`config.mk`:
```
export PLATFORM = sky130hd
export DESIGN_NAME = fetch_ctrl_flat
export DESIGN_NICKNAME = d
export VERILOG_FILES = /design/src/rtl/fetch_ctrl_if.sv /design/src/rtl/fetch_ctrl.sv /design/src/flat_wrapper.sv
export SDC_FILE = /design/constraint.sdc
export NUM_CORES = 1
export LEC_CHECK = 0
export CORE_MARGIN = 5
export CORE_UTILIZATION = 45
export CTS_CLUSTER_DIAMETER = 100
export DETAILED_ROUTE_END_ITERATION = 6
export GPL_TIMING_DRIVEN = 0
export PLACE_DENSITY = 0.89
export SLEW_MARGIN = 15
export SYNTH_ARGS = -nofsm -noshare
export SYNTH_HDL_FRONTEND = slang
export SYNTH_SLANG_ARGS = --single-unit
```
`constraint.sdc`:
```
create_clock -name CLK -period 2.48 [get_ports CLK]
set_input_delay 0.496 -clock CLK [delete_from_list [all_inputs] [get_ports CLK]]
set_output_delay 0.496 -clock CLK [all_outputs]
set_load 0.01 [all_outputs]
```
`src/rtl/fetch_ctrl_if.sv`:
```
// Fetch-stage control bundle between fetch_ctrl and the IF/ID datapath.
// master: the sequencing controller; slave: the datapath consuming its controls.
interface fetch_ctrl_if #(
    parameter int unsigned CNT_W = 16
);
    logic             IMEM_READY;
    logic             ID_EX_MemRead;
    logic [4:0]       ID_EX_Rt;
    logic [4:0]       IF_ID_Rs;
    logic [4:0]       IF_ID_Rt;
    logic             EX_BranchTaken;
    logic [31:0]      EX_Target;
    logic             CNTEN;
    logic             PCsel;
    logic [31:0]      JumporBranch;
    logic             IFID_WEN;
    logic             IFID_FLUSH;
    logic             ID_BUBBLE;
    logic [1:0]       STATE;
    logic [CNT_W-1:0] STALL_CNT;
    logic [CNT_W-1:0] REDIR_CNT;

    modport master (
        input  IMEM_READY, ID_EX_MemRead, ID_EX_Rt, IF_ID_Rs, IF_ID_Rt,
               EX_BranchTaken, EX_Target,
        output CNTEN, PCsel, JumporBranch, IFID_WEN, IFID_FLUSH, ID_BUBBLE,
               STATE, STALL_CNT, REDIR_CNT
    );

    modport slave (
        output IMEM_READY, ID_EX_MemRead, ID_EX_Rt, IF_ID_Rs, IF_ID_Rt,
               EX_BranchTaken, EX_Target,
        input  CNTEN, PCsel, JumporBranch, IFID_WEN, IFID_FLUSH, ID_BUBBLE,
               STATE, STALL_CNT, REDIR_CNT
    );
endinterface

```
`src/rtl/fetch_ctrl.sv`:
```
// Fetch-stage sequencer: boot hold-off, imem wait, load-use stall and
// branch/jump redirect in one FSM, plus saturating stall/redirect counters.
module fetch_ctrl #(
    parameter int unsigned BOOT_CYCLES = 4,
    parameter int unsigned CNT_W       = 16
) (
    input  logic          CLK,
    input  logic          RSTB,
    fetch_ctrl_if.master  bus
);

    localparam logic [7:0] BootLast = 8'(BOOT_CYCLES - 1);

    typedef enum logic [1:0] {
        StBoot     = 2'd0,
        StRun      = 2'd1,
        StWait     = 2'd2,
        StRedirect = 2'd3
    } state_e;

    state_e           state_q, state_d;
    logic [7:0]       boot_cnt_q, boot_cnt_d;
    logic [31:0]      target_q;
    logic             pcsel_q;
    logic [CNT_W-1:0] stall_cnt_q;
    logic [CNT_W-1:0] redir_cnt_q;

    logic hz;
    logic capture;
    logic cnten;
    logic ifid_wen;
    logic ifid_flush;
    logic id_bubble;

    // Load-use hazard: load in EX writes a register the ID instruction reads.
    assign hz = bus.ID_EX_MemRead & (bus.ID_EX_Rt != 5'd0) &
                ((bus.ID_EX_Rt == bus.IF_ID_Rs) | (bus.ID_EX_Rt == bus.IF_ID_Rt));

    // Next-state and combinational fetch controls.
    always_comb begin
        state_d    = state_q;
        boot_cnt_d = boot_cnt_q;
        capture    = 1'b0;
        cnten      = 1'b0;
        ifid_wen   = 1'b1;
        ifid_flush = 1'b0;
        id_bubble  = 1'b0;
        case (state_q)
            StBoot: begin
                ifid_flush = 1'b1;
                id_bubble  = 1'b1;
                if (boot_cnt_q == BootLast) begin
                    state_d    = StRun;
                    boot_cnt_d = 8'd0;
                end else begin
                    boot_cnt_d = boot_cnt_q + 8'd1;
                end
            end
            StRun: begin
                if (bus.EX_BranchTaken) begin
                    capture    = 1'b1;
                    ifid_flush = 1'b1;
                    id_bubble  = 1'b1;
                    state_d    = StRedirect;
                end else if (!bus.IMEM_READY) begin
                    ifid_flush = 1'b1;
                    // ID instruction still advances; keep it out of EX on a load-use.
                    id_bubble  = hz;
                    state_d    = StWait;
                end else if (hz) begin
                    ifid_wen  = 1'b0;
                    id_bubble = 1'b1;
                end else begin
                    cnten = 1'b1;
                end
            end
            StWait: begin
                ifid_flush = 1'b1;
                id_bubble  = hz;
                if (bus.EX_BranchTaken) begin
                    capture = 1'b1;
                    state_d = StRedirect;
                end else if (bus.IMEM_READY) begin
                    // PC not advanced here; the fetch completes back in RUN.
                    state_d = StRun;
                end
            end
            StRedirect: begin
                cnten      = 1'b1;
                ifid_flush = 1'b1;
                id_bubble  = 1'b1;
                state_d    = StRun;
            end
            default: begin
                state_d = StBoot;
            end
        endcase
    end

    // FSM state and boot hold-off counter.
    always_ff @(posedge CLK or negedge RSTB) begin
        if (!RSTB) begin
            state_q    <= StBoot;
            boot_cnt_q <= 8'd0;
        end else begin
            state_q    <= state_d;
            boot_cnt_q <= boot_cnt_d;
        end
    end

    // Redirect target capture and registered PC mux select.
    always_ff @(posedge CLK or negedge RSTB) begin
        if (!RSTB) begin
            target_q <= 32'h0000_0000;
            pcsel_q  <= 1'b0;
        end else begin
            if (capture) begin
                target_q <= bus.EX_Target;
            end
            pcsel_q <= (state_d == StRedirect);
        end
    end

    // Saturating performance counters.
    always_ff @(posedge CLK or negedge RSTB) begin
        if (!RSTB) begin
            stall_cnt_q <= '0;
            redir_cnt_q <= '0;
        end else begin
            if ((state_q != StBoot) && !cnten && (stall_cnt_q != '1)) begin
                stall_cnt_q <= stall_cnt_q + 1'b1;
            end
            if (capture && (redir_cnt_q != '1)) begin
                redir_cnt_q <= redir_cnt_q + 1'b1;
            end
        end
    end

    assign bus.CNTEN        = cnten;
    assign bus.PCsel        = pcsel_q;
    assign bus.JumporBranch = target_q;
    assign bus.IFID_WEN     = ifid_wen;
    assign bus.IFID_FLUSH   = ifid_flush;
    assign bus.ID_BUBBLE    = id_bubble;
    assign bus.STATE        = state_q;
    assign bus.STALL_CNT    = stall_cnt_q;
    assign bus.REDIR_CNT    = redir_cnt_q;

endmodule
```
`src/flat_wrapper.sv`:
```
// flat-port wrapper written by rule: the top's interface ports become plain ports
module fetch_ctrl_flat 
#(
    parameter int unsigned BOOT_CYCLES = 4,
    parameter int unsigned CNT_W       = 16
)
  (CLK, RSTB, bus_IMEM_READY, bus_ID_EX_MemRead, bus_ID_EX_Rt, bus_IF_ID_Rs, bus_IF_ID_Rt, bus_EX_BranchTaken, bus_EX_Target, bus_CNTEN, bus_PCsel, bus_JumporBranch, bus_IFID_WEN, bus_IFID_FLUSH, bus_ID_BUBBLE, bus_STATE, bus_STALL_CNT, bus_REDIR_CNT);
  fetch_ctrl_if #(.CNT_W(CNT_W)) bus_i ();
  input  logic CLK;
  input  logic RSTB;
  input wire logic [$bits(bus_i.IMEM_READY)-1:0] bus_IMEM_READY;
  input wire logic [$bits(bus_i.ID_EX_MemRead)-1:0] bus_ID_EX_MemRead;
  input wire logic [$bits(bus_i.ID_EX_Rt)-1:0] bus_ID_EX_Rt;
  input wire logic [$bits(bus_i.IF_ID_Rs)-1:0] bus_IF_ID_Rs;
  input wire logic [$bits(bus_i.IF_ID_Rt)-1:0] bus_IF_ID_Rt;
  input wire logic [$bits(bus_i.EX_BranchTaken)-1:0] bus_EX_BranchTaken;
  input wire logic [$bits(bus_i.EX_Target)-1:0] bus_EX_Target;
  output wire logic [$bits(bus_i.CNTEN)-1:0] bus_CNTEN;
  output wire logic [$bits(bus_i.PCsel)-1:0] bus_PCsel;
  output wire logic [$bits(bus_i.JumporBranch)-1:0] bus_JumporBranch;
  output wire logic [$bits(bus_i.IFID_WEN)-1:0] bus_IFID_WEN;
  output wire logic [$bits(bus_i.IFID_FLUSH)-1:0] bus_IFID_FLUSH;
  output wire logic [$bits(bus_i.ID_BUBBLE)-1:0] bus_ID_BUBBLE;
  output wire logic [$bits(bus_i.STATE)-1:0] bus_STATE;
  output wire logic [$bits(bus_i.STALL_CNT)-1:0] bus_STALL_CNT;
  output wire logic [$bits(bus_i.REDIR_CNT)-1:0] bus_REDIR_CNT;
  assign bus_i.IMEM_READY = bus_IMEM_READY;
  assign bus_i.ID_EX_MemRead = bus_ID_EX_MemRead;
  assign bus_i.ID_EX_Rt = bus_ID_EX_Rt;
  assign bus_i.IF_ID_Rs = bus_IF_ID_Rs;
  assign bus_i.IF_ID_Rt = bus_IF_ID_Rt;
  assign bus_i.EX_BranchTaken = bus_EX_BranchTaken;
  assign bus_i.EX_Target = bus_EX_Target;
  assign bus_CNTEN = bus_i.CNTEN;
  assign bus_PCsel = bus_i.PCsel;
  assign bus_JumporBranch = bus_i.JumporBranch;
  assign bus_IFID_WEN = bus_i.IFID_WEN;
  assign bus_IFID_FLUSH = bus_i.IFID_FLUSH;
  assign bus_ID_BUBBLE = bus_i.ID_BUBBLE;
  assign bus_STATE = bus_i.STATE;
  assign bus_STALL_CNT = bus_i.STALL_CNT;
  assign bus_REDIR_CNT = bus_i.REDIR_CNT;
  fetch_ctrl #(.BOOT_CYCLES(BOOT_CYCLES), .CNT_W(CNT_W)) u_core (.CLK(CLK), .RSTB(RSTB), .bus(bus_i));
endmodule
```
## Word level (Yosys, flattened, before mapping)

Index checks and enable logic that the tools add are counted.

| storage, ports and cells | value |
|---|---|
| register bits | 75 |
| bits of input ports | 52 |
| output and inout port bits | 71 |
| logic and storage cells | 54 |

| cells by class | value |
|---|---|
| add/subtract/negate cells | 3 |
| equality and inequality tests | 9 |
| multiplexer cells | 23 |
| bitwise logic cells | 3 |
| reduce and logical (&&, ||, !) cells | 10 |

Operator list:

| kind | count |
|---|---|
| adder 16 x 1 -> 16 bit, second input constant | 2 |
| != test 16 bit, second input constant | 2 |
| 2-to-1 mux 1 bit | 13 |
| == test 5 bit | 2 |
| 2-to-1 mux 2 bit | 5 |
| adder 8 x 1 -> 8 bit, second input constant | 1 |
| == test 8 x 2 -> 1 bit, second input constant | 1 |
| 2-to-1 mux 8 bit | 1 |
| one-hot mux 2 bit (4 select lines) | 1 |
| == test 2 bit, second input constant | 3 |
| nonzero test 5 bit | 1 |
| one-hot mux 1 bit (2 select lines) | 2 |
| OR reduction 2 bit | 2 |
| logical AND 1 bit | 3 |
| one-hot mux 1 bit (3 select lines) | 1 |
| OR reduction 3 bit | 1 |
| AND 1 bit | 2 |
| == test 2 x 1 -> 1 bit, second input constant | 1 |
| zero test 2 bit | 1 |
| nonzero test 2 bit | 1 |
| zero test 1 bit | 1 |
| bitwise OR 1 bit | 1 |

## Depth between registers and ports, before layout

Gate-level depths: netlist (run 1).

| logic depth | value |
|---|---|
| depth after elaboration | 10 |
| gate-level depth with buffers | 9 |
| gate-level depth less buffers | 8 |

## Worst setup path after synthesis (run 1)

OpenSTA, ideal clock, no wires.

| path | value |
|---|---|
| path kind | flip-flop to flip-flop |
| start point | register u_core.state_q[0], in the netlist u_core.bus.STATE[0] |
| end point | register u_core.target_q[10], in the netlist u_core.bus.JumporBranch[10] |
| arrival time | 1950 ps |
| data required time | 2355 ps |
| slack | 406 ps |
| cell stages (with the launch flop) | 7 |
| buffers on the path | 2 |
| clock period less this slack | 2074 ps |
| cell sequence | dfrtp_1 -> inv_1 -> ha_1 -> and2_1 -> clkbuf_1 -> clkbuf_1 -> mux2_2 |

| on the way | value |
|---|---|
| cells in the longest elaborated chain, start to end | 3 |
| elaborated cells on any way between the ends | 4 |

RTL lines:

| what | RTL line | text |
|---|---|---|
| start, declared | fetch_ctrl.sv:21 | `state_e state_q, state_d;` |
| start signal, assigned | fetch_ctrl.sv:103 | `state_q <= StBoot;` |
| start signal, assigned | fetch_ctrl.sv:106 | `state_q <= state_d;` |
| == test 2 x 1 -> 1 bit or == test 2 bit (tied branches) | fetch_ctrl.sv:48 | `case (state_q)` |
| OR reduction 2 bit (no line) (*) | - |  |
| 2-to-1 mux 1 bit (*) | - |  |
| end signal, assigned | fetch_ctrl.sv:118 | `target_q <= bus.EX_Target;` |
| end, declared | fetch_ctrl.sv:23 | `logic [31:0] target_q;` |

Mark *: on every way between the ends. The rest lies on a longest branch, timed or not.
A chain may end at the register's enable or synchronous reset.

## Worst setup path after layout (run 1)

| path | value |
|---|---|
| start point | input bus_IF_ID_Rt[3] |
| end point | output bus_ID_BUBBLE |

| on the way | value |
|---|---|
| cells in the longest elaborated chain, start to end | 7 |

RTL lines:

| what | RTL line | text |
|---|---|---|
| start, declared | flat_wrapper.sv:15 | `input wire logic [$bits(bus_i.IF_ID_Rt)-1:0] bus_IF_ID_Rt;` |
| == test 5 bit (*) | fetch_ctrl.sv:37 | `((bus.ID_EX_Rt == bus.IF_ID_Rs) \| (bus.ID_EX_Rt == bus.IF_ID_Rt));` |
| bitwise OR 1 bit (*) | fetch_ctrl.sv:37 |  |
| AND 1 bit (*) | fetch_ctrl.sv:36 | `assign hz = bus.ID_EX_MemRead & (bus.ID_EX_Rt != 5'd0) &` |
| 2-to-1 mux 1 bit | fetch_ctrl.sv:70 | `end else if (hz) begin` |
| 2-to-1 mux 1 bit | fetch_ctrl.sv:65 | `end else if (!bus.IMEM_READY) begin` |
| 2-to-1 mux 1 bit | fetch_ctrl.sv:60 | `if (bus.EX_BranchTaken) begin` |
| one-hot mux 1 bit (3 select lines) (*) | fetch_ctrl.sv:48 |  |
| end, declared | flat_wrapper.sv:23 | `output wire logic [$bits(bus_i.ID_BUBBLE)-1:0] bus_ID_BUBBLE;` |

Marks and branches as above.

==> results.cfg, run 1 <==
[power_and_ir_drop]
p_total_mw = 5.51
p_sw_share_pct = 33.7
ir_worst_vdd_mv = 0.525
clkPwrFrac_pct = 19.6
p_leak_nw = 2.22
pwr-share-comb_pct = 43.8
seqPwrFrac_pct = 36.5
p_int_mw = 3.65
power_switching_mw = 1.86
power-per-cell-area_nw_per_um2 = 1070

[timing]
relSlewSlack_pct = 63.7
fin_skew_ns = 0.0107
drv_slew = 0
rsz0062_at_grt = yes
max_freq_mhz = 410
whs_ns = 0.105
period_minus_slack_ns = 2.44
setup_tns_ns = 0
post-route-period-util_pct = 98.3
setup_violations = 0
tightest_slew_ns = 0.544
final-hold-violation-count = 0

[synthesis]
synthTopCellsByArea = dfrtp_1, mux2_2, xor2_1, xnor2_1, ha_1
syn_area_sq_um = 3520
syn_inst = 293
synth.most_common_cell = dfrtp_1
synth_top_area_share_pct = 53.3
syn_area_per_cell_sq_um = 12.0
synth-edff-count = 0
ys_async_sr_fraction_pct = 100
synth-seq-cells = 75
synth_fp_nets = 354
synth_warnings = 0
synth_seq_area_share_pct = 53.3
synth_flop_cell = dfrtp_1
yosysTopAreaCell = dfrtp_1
ys_top_cells_by_count = dfrtp_1, mux2_2, xor2_1
synth.distinct_cells = 43

[final_layout]
syn_to_final_growth_pct = 45.9
nets = 488
fin_area_sq_um = 5140
antenna_cells = 0
utilization_pct = 66.8
drive_gt1_share_pct = 16.2

[floorplan]
die_area_sq_um = 9700
design.core.area_sq_um = 7690
boundaryPins = 123
start_util_pct = 45.8
num_rows = 32
die_w_um = 98.5
die_h_um = 98.5

[placed_design]
dp_hpwl_um = 6240
gp_congestion = 0.792
placed_cell_area_sq_um = 4890
io_buffers = 122

[clock_network]
ctsHoldBuffers = 0
cts_buffers = 9
cts.sinks = 75
clock_latency_ns = 0.34
cts_max_level = 3
tritoncts = done
clockBufferDepth = 2
cts-root-buf = clkbuf_8
path_clk_slew_ns = 0.08

[global_routing]
grt_max_degree = 41
gr-total-overflow = 0
grt_pass1_wl_um = 13800
grt_pass1_vias = 2809
grtUsageTotal_pct = 17.4
antenna_found_initial = 0

[route]
dr.pass1.iters = 4
via_per_inst = 5.10
drt_wl_total_um = 8230
via_count = 2723
drcViolationCount = 0
ant_nets = 0
drtIter0Drc = 90
routedWlPerCell_um = 15.4

[status]
status = finished clean

[worst_setup_path]
cp.arrival_ns = 1.94
critPathRequiredTime_ns = 1.98
endpoint_kind = primary output
cp_max_fo = 5
path_class = in -> out
setup.worst_path.start_class = primary input

[worst_hold_path]
hold_class = in -> async

[job]
cap_violations = 0
-- power by group through the flow --
stage | Sequential, mW | Combinational [mW] | Clock [mW]
floorplan | 2.17 | 1.08 | 0
global placement | 2.00 | 2.37 | 0
detailed placement | 2.04 | 2.46 | 0
CTS | 2.01 | 2.44 | 1.11
global route | 2.09 | 2.61 | 1.16
finish | 2.01 | 2.42 | 1.08
-- metrics by stage --
stage	cells	setup WS (ns)
final	534	0.0415
after floorplan	293	0.406
after global placement	517	-1.56
after CTS	534	0.00116
after global routing	534	-0.0903
after detailed placement	518	-0.665
-- final cells by class --
type | count | area, sq um
Clock inverter | 7 | 106
Tap cell | 102 | 128
Sequential cell | 75 | 1880
Timing Repair Buffer | 124 | 1230
Buffer | 6 | 30.0
Multi-Input combinational cell | 204 | 1620
Clock buffer | 9 | 124
Inverter | 7 | 26.3
Fill cell | 602 | 2550
-- layer usage --
metal / share of wire, % / vias up / GRT usage [%] / wire (um)
met4: 1.3 / 0 / 5.04 / 106
met2: 52 / 83 / 30.4 / 4260
met5: 0 / - / 0 / 0
met3: 5.0 / 12 / 4.10 / 410
li1: - / 1298 / - / -
met1: 42 / 1330 / 21.5 / 3450
-- layout by cell type, fill, tap and decap left out, types with 2 or more instances in the layout --
| master | netlist | layout |
|---|---|---|
| nor3_1 | 7 | 4 |
| xnor2_1 | 14 | 14 |
| xor2_1 | 29 | 29 |
| buf_4 | 0 | 2 |
| and3_1 | 6 | 6 |
| inv_1 | 7 | 7 |
| a31oi_1 | 2 | 2 |
| ha_1 | 9 | 9 |
| clkdlybuf4s50_1 | 0 | 113 |
| clkbuf_8 | 0 | 9 |
| and4bb_2 | 2 | 2 |
| o21a_1 | 2 | 2 |
| inv_6 | 0 | 4 |
| nor2_1 | 20 | 19 |
| and4_1 | 3 | 3 |
| o31a_1 | 2 | 2 |
| nand2_1 | 16 | 16 |
| o22ai_1 | 3 | 3 |
| nand4b_1 | 2 | 2 |
| dlygate4sd2_1 | 0 | 6 |
| bufinv_16 | 0 | 2 |
| dfrtp_1 | 75 | 75 |
| nor3_2 | 2 | 5 |
| a22oi_1 | 3 | 2 |
| nand4_1 | 9 | 9 |
| nand2b_1 | 4 | 4 |
| mux2_2 | 34 | 34 |
| clkbuf_1 | 6 | 5 |
| buf_2 | 0 | 2 |
| nand3_1 | 15 | 15 |
-- critical path: stages --
cell and delay, ns:
clkdlybuf4s50_1 0.41, xor2_1 0.16, nor3_2 0.21, a22oi_2 0.13
nor2_4 0.18, nand2_1 0.07, a31oi_1 0.14, buf_2 0.16
-- final timing paths --
kind                                            end  slack (ns)  cells after the start                 start
setup / recovery                      bus_ID_BUBBLE        0.04                      8       bus_IF_ID_Rt[3]
hold / removal                  u_core.bus.STATE[1]        0.10                      1                  RSTB
setup reg to reg           u_core.bus.REDIR_CNT[15]        0.20                      7   u_core.bus.STATE[0]
hold reg to reg                u_core.boot_cnt_q[7]        0.49                      1  u_core.boot_cnt_q[7]
max in group asynchronous  u_core.bus.REDIR_CNT[13]        1.82                      2                  RSTB
min in group CLK               u_core.boot_cnt_q[7]        0.49                      1  u_core.boot_cnt_q[7]
-- sequential cells by signal (all words and copies together) (netlist names) --
name                     cells
u_core.bus.JumporBranch     32
u_core.bus.STALL_CNT        16
u_core.bus.REDIR_CNT        16
u_core.boot_cnt_q            8
u_core.bus.STATE             2
u_core.bus.PCsel             1
-- repair_timing --
item / CTS / global route
endpoints found under the setup margin: 12 / 25
buffers inserted: 1 / 0
pin swaps: 4 / 4
hold endpoints to repair: 0 / 0
gates resized for setup: 18 / 4
-- logic make-up (layout without fill, tap and decap cells) --
logic type,count (synthesis),count (layout),synth area share (%)
flip-flops,75,75,53.3
AO/OA/AOI/OAI,18,18,3.62
XOR/XNOR,43,43,10.7
AND/OR/NAND/NOR,97,97,15.7
multiplexers,36,36,11.5
buffers and inverters,14,153,1.71
adder cells (fa/ha/maj),10,10,3.48
(Power assumes the default switching activity.)
==> run 2, diff against run 1 <==
--- a/config.mk
+++ b/config.mk
@@ -11,6 +11,7 @@
 export DETAILED_ROUTE_END_ITERATION = 6
 export GPL_TIMING_DRIVEN = 0
 export PLACE_DENSITY = 0.89
+export SETUP_SLACK_MARGIN = 0.4
 export SLEW_MARGIN = 15
 export SYNTH_ARGS = -nofsm -noshare
 export SYNTH_HDL_FRONTEND = slang
==> results.cfg, run 2 (synthesis gave the netlist of run 1 again) <==
[final_layout]
regArea_sq_um = 1880
nets = 503
drive_gt1_share_pct = 26.8
fin_cells = 549
n_fill_cell = 577
layout_commonest_cell = clkdlybuf4s50_1
syn_to_final_growth_pct = 50.7
largest_reg_flops = 32
mostFrequentLayoutCells = clkdlybuf4s50_1, dfrtp_1, mux2_2, xor2_1
multi_input_area_sq_um = 1700
antenna_cells = 0
fin_area_sq_um = 5310

[global_routing]
grt_max_degree = 41
antenna_found_initial = 0
grt_pass1_vias = 2908
gr-total-overflow = 0
busiest_layer = met2
met2_usage_pct = 31.8
grtUsageTotal_pct = 18.1
use_met3_pct = 4.32
grt_use_met1_pct = 21.9
grt_pass1_wl_um = 14300

[timing]
setup_violations = 0
tightest_slew_ns = 0.474
relSlewSlack_pct = 68.4
layout_setup_ws_ns = 0.252
fin_skew_ns = 0.00897
max_freq_mhz = 449
final-hold-violation-count = 0
post-route-period-util_pct = 89.8
period_minus_slack_ns = 2.23
rsz0062_at_grt = yes
drv_slew = 0

[job]
cap_violations = 0

[power_and_ir_drop]
ir_worst_vdd_mv = 0.572
power-per-cell-area_nw_per_um2 = 1080
p_leak_nw = 2.31
p_total_mw = 5.74

[worst_setup_path]
rr_worst_depth = 7
cp_max_fo = 5
critPathRequiredTime_ns = 1.98
setup.worst_path.start_class = primary input
path_class = in -> out
cp.arrival_ns = 1.73
endpoint_kind = primary output

[clock_network]
clock_latency_ns = 0.34
cts-root-buf = clkbuf_8
cts_buffers = 9
ctsHoldBuffers = 0
cts_max_level = 3
clockBufferDepth = 2
tritoncts = done
cts.sinks = 75
path_clk_slew_ns = 0.08

[placed_design]
io_buffers = 122
placed_cell_area_sq_um = 4890
dp_slack_ns = -0.665
dp_cells = 518
dp_hpwl_um = 6240
gp_congestion = 0.792

[route]
routedWlPerCell_um = 15.8
via_per_inst = 5.09
drt_wl_total_um = 8690
drtIter0Drc = 73
ant_nets = 0
drcViolationCount = 0
dr.pass1.iters = 4
via_count = 2796

[floorplan]
start_util_pct = 45.8
design.core.area_sq_um = 7690
die_area_sq_um = 9700
num_rows = 32
die_h_um = 98.5
die_w_um = 98.5
boundaryPins = 123

[worst_hold_path]
hold_class = in -> async

[status]
status = finished clean
[run 2: cell types whose count changed in the layout (fill, tap and decap cells not counted), moves of 4 or more]
cell	before	now
buf_4	2	14
buf_6	1	5
clkbuf_1	5	1
clkbuf_2	0	11
clkdlybuf4s50_1	113	101
dfrtp_1	75	71
dfrtp_2	0	4
[run 2: repair_timing]
| action | CTS | global route |
|---|---|---|
| pin swaps | 13 | 15 |
| resized for setup | 68 | 38 |
| setup endpoints to repair | 64 | 54 |
| buffers inserted | 7 | 7 |
| gates cloned | 0 | 1 |
[run 2: critical path: stages]
cell	delay [ns]
buf_2	0.13
xor2_2	0.19
nor3_2	0.22
a22oi_2	0.11
nor2_4	0.18
nand2_1	0.07
a31oi_1	0.17
buf_2	0.15
[run 2: final timing paths]
check | end | from | slack [ns]
max in group asynchronous | u_core.boot_cnt_q[5] | RSTB | 1.81
worst max register to register | u_core.bus.STALL_CNT[1] | u_core.bus.STATE[0] | 0.35
worst min-delay path | u_core.bus.JumporBranch[11] | RSTB | 0.10
min in group CLK | u_core.boot_cnt_q[7] | u_core.boot_cnt_q[7] | 0.49
worst min register to register | u_core.boot_cnt_q[7] | u_core.boot_cnt_q[7] | 0.49
worst max-delay path | bus_ID_BUBBLE | bus_ID_EX_Rt[0] | 0.25
[run 2: power by group]
part | internal (mW) | switching [mW]
clock network | 0.589 | 0.500
logic | 1.55 | 1.10
registers | 1.67 | 0.341
[run 2: through the flow]
step,utilization [%],hold slack [ns],setup TNS [ns]
2_1_floorplan,-,0.200,0
4_1_cts,67.7,0.117,0
6_report,69.1,0.105,0
3_3_place_gp,63.4,0.465,-120.61
3_5_place_dp,63.6,0.481,-4.99
5_1_grt,69.1,0.136,0
[run 2: routing by layer]
layer | vias up | routed length [um]
li1 | 1328 | -
met1 | 1373 | 3570
met2 | 80 | 4550
met3 | 15 | 402
met4 | 0 | 174
met5 | - | 0
[run 2: final cells by class]
class	count	area share [%]
clock buffers	9	2.33
well taps	102	2.40
inverters	7	0.495
multi-input cells	204	31.9
plain buffers	7	0.872
repair buffers	138	24.5
flip-flops and latches	75	35.4
clock inverters	7	2.00
